<file path="config.mk">
export PLATFORM = sky130hd
export DESIGN_NAME = dma_wr_streamer_flat
export DESIGN_NICKNAME = d
export VERILOG_FILES = /design/src/rtl/dma_pkg.sv /design/src/rtl/dma_wr_streamer_if.sv /design/src/rtl/dma_wr_streamer.sv /design/src/flat_wrapper.sv
export SDC_FILE = /design/constraint.sdc
export NUM_CORES = 1
export LEC_CHECK = 0
export BUFFER_PORTS_ARGS = -buffer_cell sky130_fd_sc_hd__buf_2
export CAP_MARGIN = 20
export CORE_UTILIZATION = 30
export DETAILED_ROUTE_END_ITERATION = 10
export GPL_ROUTABILITY_DRIVEN = 0
export PLACE_DENSITY = 0.65
export SETUP_SLACK_MARGIN = 0.02
export SYNTH_ARGS = -nofsm -noshare
export SYNTH_HDL_FRONTEND = slang
export SYNTH_SLANG_ARGS = --single-unit
</file>
<file path="constraint.sdc">
create_clock -name clk -period 1.44 [get_ports clk]
set_input_delay 0.144 -clock clk [delete_from_list [all_inputs] [get_ports clk]]
set_output_delay 0.144 -clock clk [all_outputs]
set_load 0.005 [all_outputs]
</file>
<file path="src/rtl/dma_pkg.sv">
// Shared types for the DMA write-data streamer: AXI length, FSM states, command payload.
// DMA_DATA_WIDTH sets the strobe width carried by the command struct.
package dma_pkg;

    localparam int unsigned DMA_DATA_WIDTH = 32;
    localparam int unsigned DMA_STRB_WIDTH = DMA_DATA_WIDTH / 8;

    typedef logic [7:0] axi_len_t;

    typedef enum logic [1:0] {
        IDLE      = 2'd0,
        WAIT_DATA = 2'd1,
        STREAM    = 2'd2
    } wr_state_t;

    typedef struct packed {
        axi_len_t                  len;
        logic [DMA_STRB_WIDTH-1:0] first_strb;
        logic [DMA_STRB_WIDTH-1:0] last_strb;
    } dma_wr_cmd_t;

endpackage

</file>
<file path="src/rtl/dma_wr_streamer_if.sv">
// Command, FIFO read-side and AXI W-channel bundle for dma_wr_streamer.
// Signal suffixes are relative to the streamer (slave modport).
interface dma_wr_streamer_if #(
    parameter int unsigned DATA_WIDTH = 32,
    parameter int unsigned FIFO_DEPTH = 16
) ();
    localparam int unsigned STRB_WIDTH = DATA_WIDTH / 8;
    localparam int unsigned OCUP_WIDTH = $clog2(FIFO_DEPTH) + 1;

    logic                  cmd_valid_i;
    logic                  cmd_ready_o;
    dma_pkg::axi_len_t     cmd_len_i;
    logic [STRB_WIDTH-1:0] cmd_first_strb_i;
    logic [STRB_WIDTH-1:0] cmd_last_strb_i;
    logic [DATA_WIDTH-1:0] fifo_data_i;
    logic                  fifo_empty_i;
    logic [OCUP_WIDTH-1:0] fifo_ocup_i;
    logic                  fifo_read_o;
    logic [DATA_WIDTH-1:0] wdata_o;
    logic [STRB_WIDTH-1:0] wstrb_o;
    logic                  wlast_o;
    logic                  wvalid_o;
    logic                  wready_i;
    logic                  busy_o;
    logic                  done_o;
    logic                  err_o;

    modport master (
        output cmd_valid_i, cmd_len_i, cmd_first_strb_i, cmd_last_strb_i,
        output fifo_data_i, fifo_empty_i, fifo_ocup_i, wready_i,
        input  cmd_ready_o, fifo_read_o, wdata_o, wstrb_o, wlast_o, wvalid_o,
        input  busy_o, done_o, err_o
    );

    modport slave (
        input  cmd_valid_i, cmd_len_i, cmd_first_strb_i, cmd_last_strb_i,
        input  fifo_data_i, fifo_empty_i, fifo_ocup_i, wready_i,
        output cmd_ready_o, fifo_read_o, wdata_o, wstrb_o, wlast_o, wvalid_o,
        output busy_o, done_o, err_o
    );
endinterface

</file>
<file path="src/rtl/dma_wr_streamer.sv">
// Pops the DMA data FIFO onto the AXI4 W channel, one burst per accepted command.
// Define DMA_WR_FULL_BURST_EN to hold each burst until the FIFO holds all of its beats.
module dma_wr_streamer
    import dma_pkg::*;
#(
    parameter int unsigned DATA_WIDTH = DMA_DATA_WIDTH,
    parameter int unsigned FIFO_DEPTH = 16
) (
    input  logic             clk,
    input  logic             rst,
    dma_wr_streamer_if.slave bus
);
    localparam int unsigned STRB_WIDTH = DATA_WIDTH / 8;

    wr_state_t             state_q, state_d;
    axi_len_t              beat_cnt_q, beat_cnt_d;
    logic                  first_q, first_d;
    dma_wr_cmd_t           cmd_q, cmd_d;
    logic                  done_q, done_d;

    dma_wr_cmd_t           cmd_c;
    logic                  cmd_ready_c;
    logic                  accept_c;
    logic                  wvalid_c;
    logic                  hs_c;
    logic                  last_beat_c;
    logic                  cmd_fits_c;
    logic [STRB_WIDTH-1:0] first_strb_c;
    logic [STRB_WIDTH-1:0] last_strb_c;

`ifdef DMA_WR_FULL_BURST_EN
    logic                  err_q, err_d;
    logic                  data_ready_c;

    assign data_ready_c = 32'(bus.fifo_ocup_i) >= (32'(cmd_q.len) + 32'd1);
`else
    logic                  unused_c;

    assign unused_c = ^{bus.fifo_ocup_i, cmd_q.len, cmd_fits_c};
`endif

    // State and datapath registers
    always_ff @(posedge clk) begin
        if (rst) begin
            state_q    <= IDLE;
            beat_cnt_q <= '0;
            first_q    <= 1'b0;
            cmd_q      <= '0;
            done_q     <= 1'b0;
`ifdef DMA_WR_FULL_BURST_EN
            err_q      <= 1'b0;
`endif
        end else begin
            state_q    <= state_d;
            beat_cnt_q <= beat_cnt_d;
            first_q    <= first_d;
            cmd_q      <= cmd_d;
            done_q     <= done_d;
`ifdef DMA_WR_FULL_BURST_EN
            err_q      <= err_d;
`endif
        end
    end

    // Next-state: command latch, beat countdown, completion
    always_comb begin
        state_d    = state_q;
        beat_cnt_d = beat_cnt_q;
        first_d    = first_q;
        cmd_d      = cmd_q;
        done_d     = 1'b0;
`ifdef DMA_WR_FULL_BURST_EN
        err_d      = 1'b0;
`endif
        case (state_q)
            IDLE: begin
                if (accept_c) begin
                    cmd_d      = cmd_c;
                    beat_cnt_d = cmd_c.len;
                    first_d    = 1'b1;
`ifdef DMA_WR_FULL_BURST_EN
                    // A burst larger than the FIFO could never be buffered whole
                    if (cmd_fits_c) state_d = WAIT_DATA;
                    else            err_d   = 1'b1;
`else
                    state_d    = STREAM;
`endif
                end
            end
`ifdef DMA_WR_FULL_BURST_EN
            WAIT_DATA: begin
                if (data_ready_c) state_d = STREAM;
            end
`endif
            STREAM: begin
                if (hs_c) begin
                    beat_cnt_d = beat_cnt_q - 8'd1;
                    first_d    = 1'b0;
                    if (last_beat_c) begin
                        state_d = IDLE;
                        done_d  = 1'b1;
                    end
                end
            end
            default: state_d = IDLE;
        endcase
    end

    // Outputs: W channel follows the FIFO head directly while streaming
    always_comb begin
        cmd_c.len        = bus.cmd_len_i;
        cmd_c.first_strb = DMA_STRB_WIDTH'(bus.cmd_first_strb_i);
        cmd_c.last_strb  = DMA_STRB_WIDTH'(bus.cmd_last_strb_i);
        cmd_fits_c       = (32'(cmd_c.len) + 32'd1) <= FIFO_DEPTH;
        first_strb_c     = STRB_WIDTH'(cmd_q.first_strb);
        last_strb_c      = STRB_WIDTH'(cmd_q.last_strb);

        cmd_ready_c = (state_q == IDLE);
        accept_c    = bus.cmd_valid_i & cmd_ready_c;
        wvalid_c    = (state_q == STREAM) & ~bus.fifo_empty_i;
        last_beat_c = (beat_cnt_q == '0);
        hs_c        = wvalid_c & bus.wready_i;

        bus.cmd_ready_o = cmd_ready_c;
        bus.wvalid_o    = wvalid_c;
        bus.wdata_o     = bus.fifo_data_i;
        bus.wlast_o     = wvalid_c & last_beat_c;
        bus.fifo_read_o = hs_c;
        bus.busy_o      = (state_q != IDLE);
        bus.done_o      = done_q;
        bus.wstrb_o     = '0;
        // Single-beat bursts get first & last applied together
        if (wvalid_c) begin
            bus.wstrb_o = (first_q ? first_strb_c : '1) & (last_beat_c ? last_strb_c : '1);
        end
`ifdef DMA_WR_FULL_BURST_EN
        bus.err_o = err_q;
`else
        bus.err_o = 1'b0;
`endif
    end

endmodule

</file>
<file path="src/flat_wrapper.sv">
// flat-port wrapper written by rule: the top's interface ports become plain ports
module dma_wr_streamer_flat import dma_pkg::*;
#(
    parameter int unsigned DATA_WIDTH = DMA_DATA_WIDTH,
    parameter int unsigned FIFO_DEPTH = 16
)
  (clk, rst, bus_cmd_valid_i, bus_cmd_len_i, bus_cmd_first_strb_i, bus_cmd_last_strb_i, bus_fifo_data_i, bus_fifo_empty_i, bus_fifo_ocup_i, bus_wready_i, bus_cmd_ready_o, bus_fifo_read_o, bus_wdata_o, bus_wstrb_o, bus_wlast_o, bus_wvalid_o, bus_busy_o, bus_done_o, bus_err_o);
  dma_wr_streamer_if #(.DATA_WIDTH(DATA_WIDTH), .FIFO_DEPTH(FIFO_DEPTH)) bus_i ();
  input  logic clk;
  input  logic rst;
  input wire logic [$bits(bus_i.cmd_valid_i)-1:0] bus_cmd_valid_i;
  input wire logic [$bits(bus_i.cmd_len_i)-1:0] bus_cmd_len_i;
  input wire logic [$bits(bus_i.cmd_first_strb_i)-1:0] bus_cmd_first_strb_i;
  input wire logic [$bits(bus_i.cmd_last_strb_i)-1:0] bus_cmd_last_strb_i;
  input wire logic [$bits(bus_i.fifo_data_i)-1:0] bus_fifo_data_i;
  input wire logic [$bits(bus_i.fifo_empty_i)-1:0] bus_fifo_empty_i;
  input wire logic [$bits(bus_i.fifo_ocup_i)-1:0] bus_fifo_ocup_i;
  input wire logic [$bits(bus_i.wready_i)-1:0] bus_wready_i;
  output wire logic [$bits(bus_i.cmd_ready_o)-1:0] bus_cmd_ready_o;
  output wire logic [$bits(bus_i.fifo_read_o)-1:0] bus_fifo_read_o;
  output wire logic [$bits(bus_i.wdata_o)-1:0] bus_wdata_o;
  output wire logic [$bits(bus_i.wstrb_o)-1:0] bus_wstrb_o;
  output wire logic [$bits(bus_i.wlast_o)-1:0] bus_wlast_o;
  output wire logic [$bits(bus_i.wvalid_o)-1:0] bus_wvalid_o;
  output wire logic [$bits(bus_i.busy_o)-1:0] bus_busy_o;
  output wire logic [$bits(bus_i.done_o)-1:0] bus_done_o;
  output wire logic [$bits(bus_i.err_o)-1:0] bus_err_o;
  assign bus_i.cmd_valid_i = bus_cmd_valid_i;
  assign bus_i.cmd_len_i = bus_cmd_len_i;
  assign bus_i.cmd_first_strb_i = bus_cmd_first_strb_i;
  assign bus_i.cmd_last_strb_i = bus_cmd_last_strb_i;
  assign bus_i.fifo_data_i = bus_fifo_data_i;
  assign bus_i.fifo_empty_i = bus_fifo_empty_i;
  assign bus_i.fifo_ocup_i = bus_fifo_ocup_i;
  assign bus_i.wready_i = bus_wready_i;
  assign bus_cmd_ready_o = bus_i.cmd_ready_o;
  assign bus_fifo_read_o = bus_i.fifo_read_o;
  assign bus_wdata_o = bus_i.wdata_o;
  assign bus_wstrb_o = bus_i.wstrb_o;
  assign bus_wlast_o = bus_i.wlast_o;
  assign bus_wvalid_o = bus_i.wvalid_o;
  assign bus_busy_o = bus_i.busy_o;
  assign bus_done_o = bus_i.done_o;
  assign bus_err_o = bus_i.err_o;
  dma_wr_streamer #(.DATA_WIDTH(DATA_WIDTH), .FIFO_DEPTH(FIFO_DEPTH)) u_core (.clk(clk), .rst(rst), .bus(bus_i));
endmodule
</file>
==> results of run 1 <==
[state kept, by name (all words and copies together) (netlist names)]
register and count:
u_core.first_strb_c 4, u_core.beat_cnt_q 8, u_core.state_q 1, u_core.bus.done_o 1
u_core.last_strb_c 4, u_core.first_q 1
[logic make-up (layout without fill, tap and decap cells)]
family,after synthesis,in the layout,share of synthesized area (%)
AO/OA/AOI/OAI,28,28,15.9
flip-flops,19,19,31.8
adder cells (fa/ha/maj),1,1,1.04
buffers and inverters,44,57,25.0
other,1,1,0.313
AND/OR/NAND/NOR,60,60,26.0
[per-layer routing]
metal  part of all wire, %  routed length, um  GRT usage (%)
met5                     0                  0              0
met4                  0.45                 12           3.53
met3                   7.6                200           3.82
met2                    48               1270           21.6
met1                    44               1150           15.9
[repair_timing]
action | CTS | global route
gates resized for setup | 20 | 4
pin swaps | 3 | 0
endpoints found under the setup margin | 7 | 12
gates cloned | 0 | 0
setup buffers | 2 | 1
[layout make-up]
class                           count  area, um2
Multi-Input combinational cell     90        594
Clock inverter                      1       5.00
Fill cell                         396       2320
Tap cell                           48       60.1
Timing Repair Buffer               48        318
Clock buffer                        3       41.3
Sequential cell                    19        385
Inverter                            5       18.8
[power groups by stage]
stage	clock network, W	logic, W	registers (W)
after global placement	0	0.000318	0.000601
after global routing	0.000397	0.000426	0.000603
after detailed placement	0	0.000319	0.000602
after floorplan	0	0.000255	0.000603
after CTS	0.000377	0.000375	0.000596
final	0.000369	0.000390	0.000597
[worst max-delay path: cells and delay by family, from the launching register on]
family / cells / cell delay (ns)
compound gates: 1 / 0.22
simple gates: 2 / 0.33
flops: 1 / 0.34
buf+inv: 2 / 0.27
[through the flow]
stage / setup TNS (ns) / power, W / utilization (%) / setup WS, ns / instances
after floorplan: 0 / 0.000858 / - / 0.0914 / 153
after global placement: 0 / 0.000919 / 33.1 / 0.0299 / 207
after detailed placement: 0 / 0.000921 / 33.1 / 0.0191 / 207
after CTS: -0.647 / 0.00135 / 37.5 / -0.119 / 213
after global routing: -0.943 / 0.00143 / 38.0 / -0.168 / 214
final: -0.577 / 0.00136 / 38.0 / -0.108 / 214
[path summary, 6_finish.rpt]
kind / depth (start not counted) / slack (ns) / startpoint / to
hold reg to reg: 2 / 0.47 / u_core.first_strb_c[1]$_SDFFE_PP0P_ / u_core.first_strb_c[1]$_SDFFE_PP0P_
setup / recovery: 5 / -0.11 / u_core.beat_cnt_q[4]$_SDFFE_PP0P_ / bus_wstrb_o[3]
setup reg to reg: 5 / -0.11 / u_core.beat_cnt_q[0]$_SDFFE_PP0P_ / u_core.beat_cnt_q[7]$_SDFFE_PP0P_
hold / removal: 3 / 0.09 / bus_cmd_len_i[6] / u_core.beat_cnt_q[6]$_SDFFE_PP0P_
[Yosys cell counts]
| master | instances |
|---|---|
| nor3_2 | 1 |
| nor2b_2 | 1 |
| clkbuf_1 | 2 |
| buf_1 | 1 |
| and4b_1 | 1 |
| inv_1 | 5 |
| nand4b_1 | 1 |
| a221oi_1 | 1 |
| or4_4 | 1 |
| o221a_2 | 4 |
| nand4_1 | 2 |
| buf_6 | 1 |
| a22oi_1 | 1 |
| o311ai_0 | 1 |
| o21ai_0 | 2 |
| nor2_1 | 14 |
| nand3_1 | 3 |
| nor4_4 | 1 |
| or3_1 | 1 |
| nor3b_1 | 1 |
| nand2b_1 | 1 |
| a211oi_1 | 3 |
| and3_1 | 2 |
| ha_1 | 1 |
| nand2_1 | 20 |
| buf_4 | 33 |
| nor3_1 | 8 |
| a2bb2oi_1 | 1 |
| buf_2 | 2 |
| nor2b_1 | 1 |
| dfxtp_1 | 19 |
| a31oi_1 | 1 |
| a21oi_1 | 13 |
| a21boi_0 | 1 |
| conb_1 | 1 |
| nand3b_1 | 1 |
==> results.json, run 1 <==
{
  "clk_path_buf_depth": 2,
  "initial_core_util_pct": 32.0,
  "hold_slack_ns": 0.0939,
  "grt_first_pass_wirelength_um": 4250,
  "cts_buffers": 3,
  "finalHoldViolCount": 0,
  "overflow": 0,
  "status": "finished, violations left",
  "nets": 226,
  "grt_max_degree": 21,
  "finalCritPeriodShare_pct": 107,
  "ys.warnings.count": 0,
  "crit_type": "flip-flop to output pin",
  "antenna_left": 0,
  "critPathMaxStageDelay_ns": 0.34,
  "grt_use_total_pct": 12.9,
  "cts_sinks": 19,
  "hold_path.class": "input pin to flip-flop",
  "synth-seq-cells": 19,
  "cp.arrival_ns": 1.40,
  "synth_area_leaders": "dfxtp_1 (32%), buf_4 (21%), nand2_1 (6.3%)",
  "p_comb_share_pct": 28.8,
  "crit_top_cell": "buf_6",
  "rsz0062_at_grt": "yes",
  "drive_gt1_share_pct": 42.8,
  "peakVddDrop_mv": 0.308,
  "areaGrowthSynthToFinish_pct": 18.8,
  "core.rowCount": 22,
  "numPortBuffers": 30,
  "critical_path_required_ns": 1.30,
  "period_minus_slack_ns": 1.55,
  "p_seq_share_pct": 44.0,
  "internal_power_w": 0.000959,
  "cts_hold_buffers": 0,
  "cpMaxStageDelayCell": "dfxtp_2",
  "drt-initial-drc-count": 25,
  "violations": "negative setup slack",
  "wl_um": 2640,
  "hpwl_um": 1920,
  "finClkSkew_ns": 0.00112,
  "vias": 1037,
  "drc": 0,
  "dieHeight_um": 65.2,
  "net-switching-power_w": 0.000396,
  "sw_frac_of_total_pct": 29.2,
  "final_area_um2": 1420,
  "mostFrequentLayoutCells": "buf_2 (26), nand2_1 (20), buf_4 (16)",
  "grt_pass1_vias": 974,
  "finalMaxSlewViolations": 0,
  "diodes": 0,
  "clk_pin_slew_ns": 0.07,
  "die_area_um2": 4250,
  "placed_area_um2": 1240,
  "maxCapViolations": 0,
  "synth_top_area_share_pct": 31.8,
  "critPathCaptureType": "output pin",
  "cts_tree": "done",
  "setup_viol": 6,
  "h-tree-depth": 1,
  "crit_path_max_fanout": 7,
  "p_leak_nw": 0.611,
  "syn-num-nets": 212,
  "yosys.area.top_type": "dfxtp_1",
  "firstDrtPassIters": 4,
  "max_clock_freq_mhz": 646,
  "syn_area_per_cell_um2": 7.83,
  "power_density_nw_per_um2": 953,
  "clk_latency_ns": 0.25,
  "viasPerCell": 4.85,
  "layout_commonest_cell": "buf_2",
  "antenna_found_initial": 0,
  "core_area_um2": 3740,
  "synth_cell_type_count": 36,
  "cp-start-kind": "flip-flop",
  "routedWlPerCell_um": 12.3,
  "io_pins": 101,
  "fin_ws_ns": -0.108,
  "netlist_instances": 153,
  "clkPwrFrac_pct": 27.2,
  "ys_seq_area_share_pct": 31.8,
  "chipWidth_um": 65.2,
  "crit_chain": "nor3_4 -> nand4b_1 -> buf_6 -> o221a_4 -> buf_6",
  "synth_area_um2": 1200,
  "cts-root-buf": "clkbuf_8"
}
Power figures use the tool's default switching activity.
==> inputs of run 2 (changes only) <==
--- a/config.mk
+++ b/config.mk
@@ -5,12 +5,12 @@
 export SDC_FILE = /design/constraint.sdc
 export NUM_CORES = 1
 export LEC_CHECK = 0
-export BUFFER_PORTS_ARGS = -buffer_cell sky130_fd_sc_hd__buf_2
 export CAP_MARGIN = 20
 export CORE_UTILIZATION = 30
 export DETAILED_ROUTE_END_ITERATION = 10
+export DONT_BUFFER_PORTS = 1
 export GPL_ROUTABILITY_DRIVEN = 0
-export PLACE_DENSITY = 0.65
+export PLACE_DENSITY = 0.42
 export SETUP_SLACK_MARGIN = 0.02
 export SYNTH_ARGS = -nofsm -noshare
 export SYNTH_HDL_FRONTEND = slang
==> run 2 against run 1 <==
Sequential power about the same. Core utilization decreased by 4.9 points. Largest power group unchanged. Hold slack got worse by 0.091 ns. Clock power increased by 5%. The flow still finishes with violations (negative setup slack).
==> results.json, run 2 (synthesis results as in run 1) <==
{
  "finalMaxSlewViolations": 0,
  "max_slew.worst_pin.slew_ns": 0.675,
  "hold_path.class": "input pin to flip-flop",
  "startpoint": "u_core.beat_cnt_q[1]$_SDFFE_PP0P_",
  "timing.slew.headroom_pct": 54.9,
  "p_seq_share_pct": 45.9,
  "cp-start-kind": "flip-flop",
  "die_area_um2": 4250,
  "h-tree-depth": 1,
  "pre_cts_ws_ns": 0.0469,
  "hp-start": "bus_cmd_len_i[6]",
  "internal_power_w": 0.000912,
  "areaGrowthSynthToFinish_pct": 3.45,
  "fin_cells": 183,
  "fin_ws_ns": -0.0307,
  "worstHoldPathCells": 2,
  "sw_frac_of_total_pct": 30.0,
  "clk_path_buf_depth": 2,
  "finalHoldViolCount": 0,
  "antenna_found_initial": 0,
  "clkPwrFrac_pct": 29.6,
  "grt_pass1_vias": 991,
  "setup_viol": 4,
  "maxCapViolations": 0,
  "critical_path_required_ns": 1.30,
  "cts_sinks": 19,
  "postLayoutCoreUtil_pct": 33.1,
  "numPortBuffers": 0,
  "fillCellCount": 415,
  "crit_chain": "inv_1 -> ha_4 -> nand4b_1 -> buf_6 -> o221a_4",
  "drive_gt1_share_pct": 27.4,
  "viasPerCell": 5.41,
  "net-switching-power_w": 0.000392,
  "rsz0062_at_grt": "yes",
  "dp.cells": 177,
  "rrSetupSlack_ns": 0.03,
  "cpMaxStageDelayCell": "dfxtp_2",
  "crit_type": "flip-flop to output pin",
  "antenna_left": 0,
  "chipWidth_um": 65.2,
  "rr_worst_depth": 4,
  "clk_pin_slew_ns": 0.08,
  "cp.arrival_ns": 1.33,
  "period_minus_slack_ns": 1.47,
  "diodes": 0,
  "vias": 990,
  "largest_reg_flops": 8,
  "finClkSkew_ns": 0.00268,
  "dieHeight_um": 65.2,
  "grt_max_degree": 17,
  "crit_family": "flip-flops",
  "top_register": "u_core.beat_cnt_q",
  "r2r-start": "u_core.beat_cnt_q[0]$_SDFFE_PP0P_",
  "overflow": 0,
  "drt-initial-drc-count": 16,
  "mostFrequentLayoutCells": "nand2_1 (20), buf_4 (15), dfxtp_1 (15)",
  "cts-root-buf": "clkbuf_8",
  "hold_slack_ns": 0.00314,
  "clk_latency_ns": 0.26,
  "max_clock_freq_mhz": 680,
  "critPathBufInv": 2,
  "violations": "negative setup slack",
  "grt_use_total_pct": 14.7,
  "core.rowCount": 22,
  "setup_tns_ns": -0.112,
  "status": "finished, violations left",
  "firstDrtPassIters": 4,
  "critPathMaxStageDelay_ns": 0.34,
  "routedWlPerCell_um": 15.9,
  "io_pins": 101,
  "wl_um": 2910,
  "path_depth": 5,
  "p_comb_share_pct": 24.5,
  "nets": 195,
  "initial_core_util_pct": 32.0,
  "cts_buffers": 3,
  "core_area_um2": 3740,
  "cts_tree": "done",
  "peakVddDrop_mv": 0.317,
  "crit_path_max_fanout": 7,
  "grt_first_pass_wirelength_um": 4710,
  "power_density_nw_per_um2": 1050,
  "critPathCaptureType": "output pin",
  "finalCritPeriodShare_pct": 102,
  "hpwl_um": 2100,
  "p_leak_nw": 0.476,
  "drc": 0,
  "layout_commonest_cell": "nand2_1"
}
run 2: power groups by stage:
stage | combinational, W | clock, W | sequential, W
floorplan | 0.000255 | 0 | 0.000603
global placement | 0.000268 | 0 | 0.000601
detailed placement | 0.000270 | 0 | 0.000602
CTS | 0.000316 | 0.000395 | 0.000596
global route | 0.000356 | 0.000415 | 0.000604
finish | 0.000319 | 0.000386 | 0.000599
run 2: path summary, 6_finish.rpt:
path,to
worst max-delay path,bus_wstrb_o[3]
worst min-delay path,u_core.beat_cnt_q[6]$_SDFFE_PP0P_
worst max register to register,u_core.beat_cnt_q[7]$_SDFFE_PP0P_
worst min register to register,u_core.first_strb_c[2]$_SDFFE_PP0P_
run 2: routing by layer:
layer	up-vias	wire length (um)	global-route usage, %
met1	459	1190	16.6
met3	35	242	4.69
met4	0	162	12.0
li1	457	-	-
met5	-	0	0
met2	39	1320	22.4
run 2: cell type report:
cell class                      instances  area [um2]  area share (%)
Multi-Input combinational cell         90         594            48.0
Sequential cell                        19         385            31.1
Timing Repair Buffer                   17         134            10.8
Tap cell                               48        60.1            4.85
Clock buffer                            3        41.3            3.33
Inverter                                5        18.8            1.52
Clock inverter                          1        5.00           0.404
run 2: repair_timing:
item                                    4_1_cts  5_1_grt
endpoints found under the hold margin        16        0
pin swaps                                     3        0
buffers inserted                              1        0
resized for setup                            15        3
hold buffers                                  1        0
endpoints found under the setup margin        6        7
run 2: stage by stage:
stage | total power, W | cell area (um2)
finish | 0.00130 | 1240
CTS | 0.00131 | 1230
global placement | 0.000869 | 1090
detailed placement | 0.000872 | 1090
floorplan | 0.000858 | 1200
global route | 0.00138 | 1240
